[src/rtl/oled_pkg.sv]
// rtl/oled_pkg.sv - shared screen constants, RGB565 colours and sprite direction type
package oled_pkg;

  localparam int SCREEN_W = 96;
  localparam int SCREEN_H = 64;
  localparam int PIXELS   = SCREEN_W * SCREEN_H;

  localparam logic [15:0] RGB565_BLACK = 16'h0000;
  localparam logic [15:0] RGB565_RED   = 16'hF800;
  localparam logic [15:0] RGB565_GREEN = 16'h07E0;
  localparam logic [15:0] RGB565_BLUE  = 16'h001F;
  localparam logic [15:0] RGB565_WHITE = 16'hFFFF;

  typedef enum logic [2:0] {
    DIR_IDLE  = 3'd0,
    DIR_UP    = 3'd1,
    DIR_DOWN  = 3'd2,
    DIR_LEFT  = 3'd3,
    DIR_RIGHT = 3'd4
  } dir_e;

endpackage

[src/rtl/pixel_coord.sv]
// rtl/pixel_coord.sv - combinational row-major pixel_index to (col, row, valid) decode
module pixel_coord
  import oled_pkg::*;
#(
  parameter int WIDTH  = SCREEN_W,
  parameter int HEIGHT = SCREEN_H
) (
  input  logic [12:0] pixel_index_i,
  output logic [6:0]  col_o,
  output logic [5:0]  row_o,
  output logic        valid_o
);

  // row/col of out-of-range indices are meaningless; consumers must gate on valid_o
  assign col_o   = 7'(pixel_index_i % 13'(WIDTH));
  assign row_o   = 6'(pixel_index_i / 13'(WIDTH));
  assign valid_o = pixel_index_i < 13'(WIDTH * HEIGHT);

endmodule

[src/rtl/moving_square.sv]
// rtl/moving_square.sv - button-steered square sprite, position updated only at frame end
// MOVING_SQUARE_WRAP_EN: toroidal wrap of position and pixel test instead of clamping
module moving_square
  import oled_pkg::*;
#(
  parameter int          WIDTH           = SCREEN_W,
  parameter int          HEIGHT          = SCREEN_H,
  parameter int          HALF            = 6,
  parameter int          STEP            = 1,
  parameter int          FRAMES_PER_STEP = 1,
  parameter logic [15:0] FG              = RGB565_RED,
  parameter logic [15:0] BG              = RGB565_BLACK
) (
  input  logic        clk25,
  input  logic        rst_n,
  input  logic [12:0] pixel_index,
  input  logic        btn_up,
  input  logic        btn_down,
  input  logic        btn_left,
  input  logic        btn_right,
  input  logic        btn_stop,
  output logic [15:0] color,
  output logic [6:0]  cx,
  output logic [5:0]  cy,
  output logic        moving
);

  localparam int              CW       = (FRAMES_PER_STEP > 1) ? $clog2(FRAMES_PER_STEP) : 1;
  localparam logic [CW-1:0]   CNT_LAST = CW'(FRAMES_PER_STEP - 1);
  localparam logic [12:0]     LAST_PIX = 13'(WIDTH * HEIGHT - 1);

  dir_e            state_q, state_d;
  logic [CW-1:0]   cnt_q, cnt_d;
  logic [6:0]      cx_q, cx_d;
  logic [5:0]      cy_q, cy_d;
  logic [4:0]      btn_q, hist_q;
  logic [4:0]      press;
  logic [15:0]     color_q, color_d;

  logic [6:0]        col;
  logic [5:0]        row;
  logic              valid;
  logic              frame_tick;
  logic signed [7:0] dx;
  logic signed [6:0] dy;
  logic [7:0]        adx;
  logic [6:0]        ady;
  logic              in_x, in_y;

  function automatic int step_axis(input int pos, input int delta, input int size);
    int t;
    t = pos + delta;
`ifdef MOVING_SQUARE_WRAP_EN
    if (t < 0)          t = t + size;
    else if (t >= size) t = t - size;
`else
    if (t < HALF)                 t = HALF;
    else if (t > size - 1 - HALF) t = size - 1 - HALF;
`endif
    return t;
  endfunction

  pixel_coord #(
    .WIDTH (WIDTH),
    .HEIGHT(HEIGHT)
  ) u_pixel_coord (
    .pixel_index_i(pixel_index),
    .col_o        (col),
    .row_o        (row),
    .valid_o      (valid)
  );

  assign frame_tick = (pixel_index == LAST_PIX);
  // bit order: stop, up, down, left, right
  assign press      = btn_q & ~hist_q;

  always_comb begin
    dx  = $signed({1'b0, col}) - $signed({1'b0, cx_q});
    dy  = $signed({1'b0, row}) - $signed({1'b0, cy_q});
    adx = dx[7] ? 8'(-dx) : 8'(dx);
    ady = dy[6] ? 7'(-dy) : 7'(dy);
`ifdef MOVING_SQUARE_WRAP_EN
    in_x = (adx <= 8'(HALF)) || ((8'(WIDTH) - adx) <= 8'(HALF));
    in_y = (ady <= 7'(HALF)) || ((7'(HEIGHT) - ady) <= 7'(HALF));
`else
    in_x = (adx <= 8'(HALF));
    in_y = (ady <= 7'(HALF));
`endif
    color_d = (valid && in_x && in_y) ? FG : BG;
  end

  // step first with the current state, then let a press override state and counter
  always_comb begin
    state_d = state_q;
    cnt_d   = cnt_q;
    cx_d    = cx_q;
    cy_d    = cy_q;
    if (frame_tick && (state_q != DIR_IDLE)) begin
      if (cnt_q == CNT_LAST) begin
        cnt_d = '0;
        case (state_q)
          DIR_UP:    cy_d = 6'(step_axis(int'(cy_q), -STEP, HEIGHT));
          DIR_DOWN:  cy_d = 6'(step_axis(int'(cy_q),  STEP, HEIGHT));
          DIR_LEFT:  cx_d = 7'(step_axis(int'(cx_q), -STEP, WIDTH));
          DIR_RIGHT: cx_d = 7'(step_axis(int'(cx_q),  STEP, WIDTH));
          default:   ;
        endcase
      end else begin
        cnt_d = cnt_q + 1'b1;
      end
    end
    if (|press) begin
      cnt_d = '0;
      if (press[4])      state_d = DIR_IDLE;
      else if (press[3]) state_d = DIR_UP;
      else if (press[2]) state_d = DIR_DOWN;
      else if (press[1]) state_d = DIR_LEFT;
      else               state_d = DIR_RIGHT;
    end
  end

  always_ff @(posedge clk25 or negedge rst_n) begin
    if (!rst_n) begin
      state_q <= DIR_IDLE;
      cnt_q   <= '0;
      cx_q    <= 7'(WIDTH / 2);
      cy_q    <= 6'(HEIGHT / 2);
      btn_q   <= '0;
      hist_q  <= '0;
      color_q <= BG;
    end else begin
      state_q <= state_d;
      cnt_q   <= cnt_d;
      cx_q    <= cx_d;
      cy_q    <= cy_d;
      btn_q   <= {btn_stop, btn_up, btn_down, btn_left, btn_right};
      hist_q  <= btn_q;
      color_q <= color_d;
    end
  end

  assign color  = color_q;
  assign cx     = cx_q;
  assign cy     = cy_q;
  assign moving = (state_q != DIR_IDLE);

endmodule

[config.mk]
export PLATFORM = sky130hd
export DESIGN_NAME = moving_square
export DESIGN_NICKNAME = d
export VERILOG_FILES = /design/src/rtl/oled_pkg.sv /design/src/rtl/pixel_coord.sv /design/src/rtl/moving_square.sv
export SDC_FILE = /design/constraint.sdc
export NUM_CORES = 1
export LEC_CHECK = 0
export CORE_MARGIN = 10
export CORE_UTILIZATION = 55
export DETAILED_ROUTE_END_ITERATION = 8
export PLACE_DENSITY = 0.88
export RECOVER_POWER = 100
export SYNTH_ARGS = -nofsm -noshare
export SYNTH_HDL_FRONTEND = slang
export SYNTH_SLANG_ARGS = --single-unit
[constraint.sdc]
create_clock -name clk25 -period 2.92 [get_ports clk25]
set_input_delay 0.584 -clock clk25 [delete_from_list [all_inputs] [get_ports clk25]]
set_output_delay 0.584 -clock clk25 [all_outputs]
set_load 0.05 [all_outputs]
==> impl_metrics.toml, run 1 <==
[global_routing]
grt_overflow = 0
antenna_found_initial = 0
grt_max_degree = 28
grt_use_total_pct = 20.8
grt_pass1_wl_um = 17700
grt_pass1_vias = 3736

[clock_network]
clkLatencyLatePin_ns = 0.29
cts.sinks = 27
cts_tree = "done"
ctsLongestPathBuffers = 2
cts_made_buffers = 3
cts_htree_levels = 1
clk_pin_slew_worst_paths_ns = 0.10
ctsHoldBuffers = 0
cts_root_buffer = "clkbuf_8"

[logic_synthesis]
ys_ff_latch = 27
netlist_area_um2 = 3510
synth-seq-area-share_pct = 19.4
ys.flop_type = "dfrtp_1"
synth_area_per_cell_um2 = 7.67
synthCells = 457
synth_edf_count = 0
ys_warn_count = 0
async_flop_share_pct = 100
ys_types = 78

[timing]
tightestPinTransition_ns = 1.58
slew_headroom_pct = -5.62
finalCriticalPeriod_ns = 3.88
fin_crit_sh_pct = 133
setup_ws_ns = -0.961
rsz0062_at_grt = "yes"
holdWs_ns = 0.385
max_freq_ghz = 0.258
fin_skew_ns = 0.00255
fin_tns_setup_ns = -0.961
slew_violations = 28
setup_violations = 1
hold_viol_final = 0

[placed_design]
dp_slack_ns = -1.55
place.gp.congestion = 0.962
place_area_um2 = 4280
dp_hpwl_um = 8000
io_buffer_count = 38

[setup_path]
critPathCaptureType = "register"
timing.setup.critical_path_class = "input pin to register"
path_max_fanout = 6
crit_arrival_ns = 4.09
crit_required_ns = 3.13
start_kind = "input pin"

[finish]
final_common_cell = "buf_4"
diodes = 0
layout_common_cells = "63 x buf_4, 35 x nor2_1, 34 x nand2_1, 27 x inv_1, 27 x a21oi_1"
area_growth_pct = 29.2
final_core_util_pct = 72.2
drive_gt1_share_pct = 22.8
fin_area_um2 = 4530
num-fill-cells = 463
nets = 586

[detailed_routing]
vias_per_cell = 6.33
drt_first_pass_iters = 5
routed_wl_um = 11100
drc_errors = 0
via_count = 3905
drtIter0Drc = 251
detail_route.wl_per_cell_um = 18.0
ant_nets = 0

[run]
drv_cap = 1

[run_status]
failed_checks = "max-capacitance violations, max-slew violations, negative setup slack"
outcome = "finished with violations"

[die]
ios = 50
die_height_um = 99.8
core-area_um2 = 6280
fp-row-count = 29
initial_core_util_pct = 55.9
die-area_um2 = 9970
die_w_um = 99.8

[power]
leakage_uw = 0.00197
ir_worst_vdd_mv = 0.211
p_per_area_nw_per_um2 = 335

[hold_path]
min_path_type = "register to register"
-- state kept, by name, summed over array words and instances, names as in the netlist --
register,flops
color,1
cx,7
state_q,3
hist_q,5
btn_q,5
cy,6
-- metal layers --
metal	routed length [um]	GRT usage [%]	vias to the layer above
met5	0	0	-
met4	380	8.16	0
met3	916	3.71	40
met2	5550	36.2	210
met1	4240	24.8	1832
li1	-	-	1823
-- cells by family after synthesis --
group	Yosys count	synth area share, %
compound gates	142	28.5
xor+xnor	23	5.75
fa+ha+maj	29	10.6
buf+inv	68	9.89
flops	27	19.4
mux	4	1.57
other cells	1	0.107
simple gates	163	24.2
-- through the flow --
| step | cells | total power [uW] |
|---|---|---|
| after floorplan | 467 | 906 |
| after global placement | 606 | 1110 |
| after detailed placement | 606 | 1150 |
| after CTS | 613 | 1450 |
| after global routing | 617 | 1590 |
| final | 617 | 1520 |
-- timing repair --
item,4_1_cts,5_1_grt
endpoints found under the hold margin,0,0
pin swaps,14,15
buffers inserted,2,4
setup endpoints to repair,1,1
resized for setup,44,20
cloned,1,0
-- cell type report --
type	instances	area [um^2]	area share, %
multi-input cells	372	2690	59.3
repair buffers	108	911	20.1
flip-flops and latches	27	679	15.0
inverters	29	109	2.40
well taps	77	96.3	2.13
clock buffers	3	41.3	0.911
clock inverters	1	7.51	0.166
-- synth_stat cells, types with 5 or more instances --
master / instances / area [um^2]
o22ai_1: 8 / 50.1
ha_1: 23 / 288
nor4_1: 5 / 31.3
nor2_1: 36 / 135
a21oi_1: 29 / 145
a21o_1: 10 / 75.1
nand3_1: 17 / 85.1
a31oi_1: 12 / 75.1
buf_4: 16 / 120
and2_1: 6 / 37.5
o211ai_1: 5 / 37.5
nand2b_1: 10 / 62.6
buf_2: 7 / 35.0
xnor2_1: 12 / 105
nor3_1: 14 / 70.1
xor2_1: 11 / 96.3
nor2b_1: 7 / 43.8
o21ai_0: 21 / 105
a211oi_1: 7 / 52.6
inv_1: 29 / 109
dfrtp_1: 24 / 601
and3_1: 5 / 31.3
clkbuf_1: 13 / 48.8
nand2_1: 35 / 131
-- critical path, cell delays in order --
cell and delay, ns:
buf_4 0.13, buf_6 0.12, buf_6 0.12, nand2_2 0.06
o22ai_2 0.07, a211oi_2 0.28, o221ai_4 0.20, a21o_1 0.18
mux4_2 0.49, ha_4 0.19, fa_2 0.38, xor2_2 0.22
nand3_2 0.12, nor2_2 0.13, mux2i_2 0.10, o41ai_2 0.39
o2111ai_1 0.16, nor3_1 0.17
-- power breakdown --
| group | leakage, uW | total [uW] | switching [uW] | internal [uW] |
|---|---|---|---|---|
| Sequential | 0.000315 | 422 | 31.7 | 390 |
| Combinational | 0.00163 | 865 | 469 | 395 |
| Clock | 0.0000217 | 233 | 135 | 97.4 |
-- path summary, 6_finish.rpt --
kind                                start   endpoint  slack, ns  cells past startpoint
max in group asynchronous           rst_n      cy[1]       0.79                      2
max reg2reg                         cx[0]  color[14]       0.18                     10
min                              btn_q[1]  hist_q[1]       0.39                      0
max                        pixel_index[9]  color[14]      -0.96                     18
min in group asynchronous           rst_n      cx[6]       1.22                      2
min reg2reg                      btn_q[1]  hist_q[1]       0.39                      0
Note: power is estimated with default switching activity, not from simulation.
==> run 2, diff against run 1 <==
==> constraint.sdc (replaced) <==
create_clock -name clk25 -period 4.5 [get_ports clk25]
set_input_delay 0.9 -clock clk25 [delete_from_list [all_inputs] [get_ports clk25]]
set_output_delay 0.9 -clock clk25 [all_outputs]
set_load 0.05 [all_outputs]
==> run 2 against run 1 <==
Compared with the run above:
- clock skew rose by 0.0014 ns
- highest routed layer unchanged
- register-to-register slack improved by 1.5 ns
- cell count fell by 6.0%
- core utilization fell by 6.6 points
- sequential share of layout area rose by 1.5 points
- combinational power fell by 49%
- critical path depth fell by 1
- the flow now finishes without violations
==> impl_metrics.toml, run 2 (synthesis gave the netlist of run 1 again) <==
[placed_design]
place.gp.congestion = 0.950
dp_hpwl_um = 7400
dp_slack_ns = -0.358
io_buffer_count = 38
place_area_um2 = 4020

[clock_network]
cts_tree = "done"
clk_pin_slew_worst_paths_ns = 0.10
cts_htree_levels = 1
ctsHoldBuffers = 0
ctsLongestPathBuffers = 2
clkLatencyLatePin_ns = 0.27
cts_root_buffer = "clkbuf_8"
cts.sinks = 27
cts_made_buffers = 3

[finish]
nets = 549
largest_reg_flops = 7
final_common_cell = "nor2_1"
num-fill-cells = 501
fin_area_um2 = 4120
layout_common_cells = "36 x nor2_1, 35 x nand2_1, 30 x buf_4, 29 x inv_1, 28 x a21oi_1"
drive_gt1_share_pct = 13.1
diodes = 0
area_growth_pct = 17.4

[power]
p_per_area_nw_per_um2 = 208
finalPower_uw = 856
leakage_uw = 0.00176
ir_worst_vdd_mv = 0.166

[timing]
rsz0062_at_grt = "no"
tightestPinTransition_ns = 1.09
fin_crit_sh_pct = 96.3
finalCriticalPeriod_ns = 4.33
max_freq_ghz = 0.231
hold_viol_final = 0
setup_ws_ns = 0.166
slew_violations = 0
slew_headroom_pct = 27.2
setup_violations = 0
fin_skew_ns = 0.00399

[detailed_routing]
via_count = 3700
drtIter0Drc = 308
vias_per_cell = 6.38
detail_route.wl_per_cell_um = 16.5
drt_first_pass_iters = 5
routed_wl_um = 9600
drc_errors = 0
ant_nets = 0

[global_routing]
antenna_found_initial = 0
grt_pass1_vias = 3552
grt_max_degree = 25
grt_pass1_wl_um = 16100
grt_overflow = 0
grt_use_total_pct = 18.5

[run_status]
outcome = "complete, no violations"

[setup_path]
critPathMaxStageDelay_ns = 0.57
r2r_cells = 10
path_max_fanout = 8
start_kind = "input pin"
timing.setup.critical_path_class = "input pin to register"
crit_arrival_ns = 4.50
slowest_stage = "fa_2"
path_delay_family = "compound AO/OA/AOI/OAI gates"
r2r_slack_ns = 1.65
crit_required_ns = 4.66
reg2reg_to = "color[14]"
reg2reg_from = "cx[3]"
critPathCaptureType = "register"
path_buf_inv = 5
path_cells = "dlygate4sd2_1 > buf_4 > inv_1 > o211ai_1 > a22oi_4 > buf_4 > a21boi_0 > mux4_2 > ha_1 > fa_2 > inv_1 > ha_1 > o32ai_1 > a21oi_1 > a21o_1 > o2111ai_1 > nor3_1"

[die]
fp-row-count = 29
ios = 50
die-area_um2 = 9970
die_height_um = 99.8
core-area_um2 = 6280
initial_core_util_pct = 55.9
die_w_um = 99.8

[hold_path]
hold_path_end = "hist_q[4]"
min_from = "btn_q[4]"
min_path_type = "register to register"
hold_path_depth = 0

[run]
drv_cap = 0
-- run 2: what timing repair did --
item | in CTS | in global routing
pin swaps | 5 | 3
gates cloned | 1 | 0
endpoints found under the setup margin | 1 | 1
setup buffers | 0 | 0
resized for setup | 13 | 8
-- run 2: worst reg2reg max path, stage by stage (launching register included) --
cell	delay [ns]
dfrtp_1	0.61
inv_1	0.17
ha_1	0.40
a21o_1	0.21
a21oi_1	0.15
o21ai_0	0.17
a31o_2	0.31
buf_4	0.15
nor4b_1	0.30
a31oi_1	0.10
nor3_1	0.20
-- run 2: area by class of cell --
type                       instances  area (um^2)  share of cell area [%]
clock inverter                     1         7.51                   0.182
tap                               77         96.3                    2.34
clock buffer                       3         41.3                    1.00
sequential                        27          679                    16.5
timing repair buffer              71          611                    14.8
multi-input combinational        372         2570                    62.5
inverter                          29          109                    2.65
-- run 2: worst max path at each step --
stage | end | cells past startpoint | start
3_5_place_dp | color[14] | 14 | pixel_index[10]
4_1_cts | color[14] | 14 | pixel_index[8]
6_report | color[14] | 17 | pixel_index[10]
3_3_place_gp | color[14] | 14 | pixel_index[10]
5_1_grt | color[14] | 16 | pixel_index[10]
2_1_floorplan | color[14] | 15 | pixel_index[8]
-- run 2: stage by stage --
step           setup TNS, ns  instances  hold WS, ns  util, %
6_report                   0        580        0.385     65.6
5_1_grt                    0        580        0.392     65.6
4_1_cts                    0        580        0.386     65.4
3_5_place_dp          -0.358        575        0.364     64.1
3_3_place_gp          -0.147        575        0.356     64.1
2_1_floorplan              0        467        0.347        -
-- run 2: metal layers --
layer / global-route usage [%] / vias to the layer above / wire (um)
li1: - / 1752 / -
met1: 22.1 / 1742 / 3870
met2: 32.3 / 177 / 4690
met3: 2.95 / 29 / 750
met4: 6.84 / 0 / 282
met5: 0 / - / 0
-- run 2: report_power, final --
group / leakage (uW) / total [uW] / switching [uW] / internal [uW]
clock network: 0.0000217 / 142 / 79.3 / 62.9
logic: 0.00142 / 442 / 253 / 188
registers: 0.000315 / 273 / 19.5 / 253
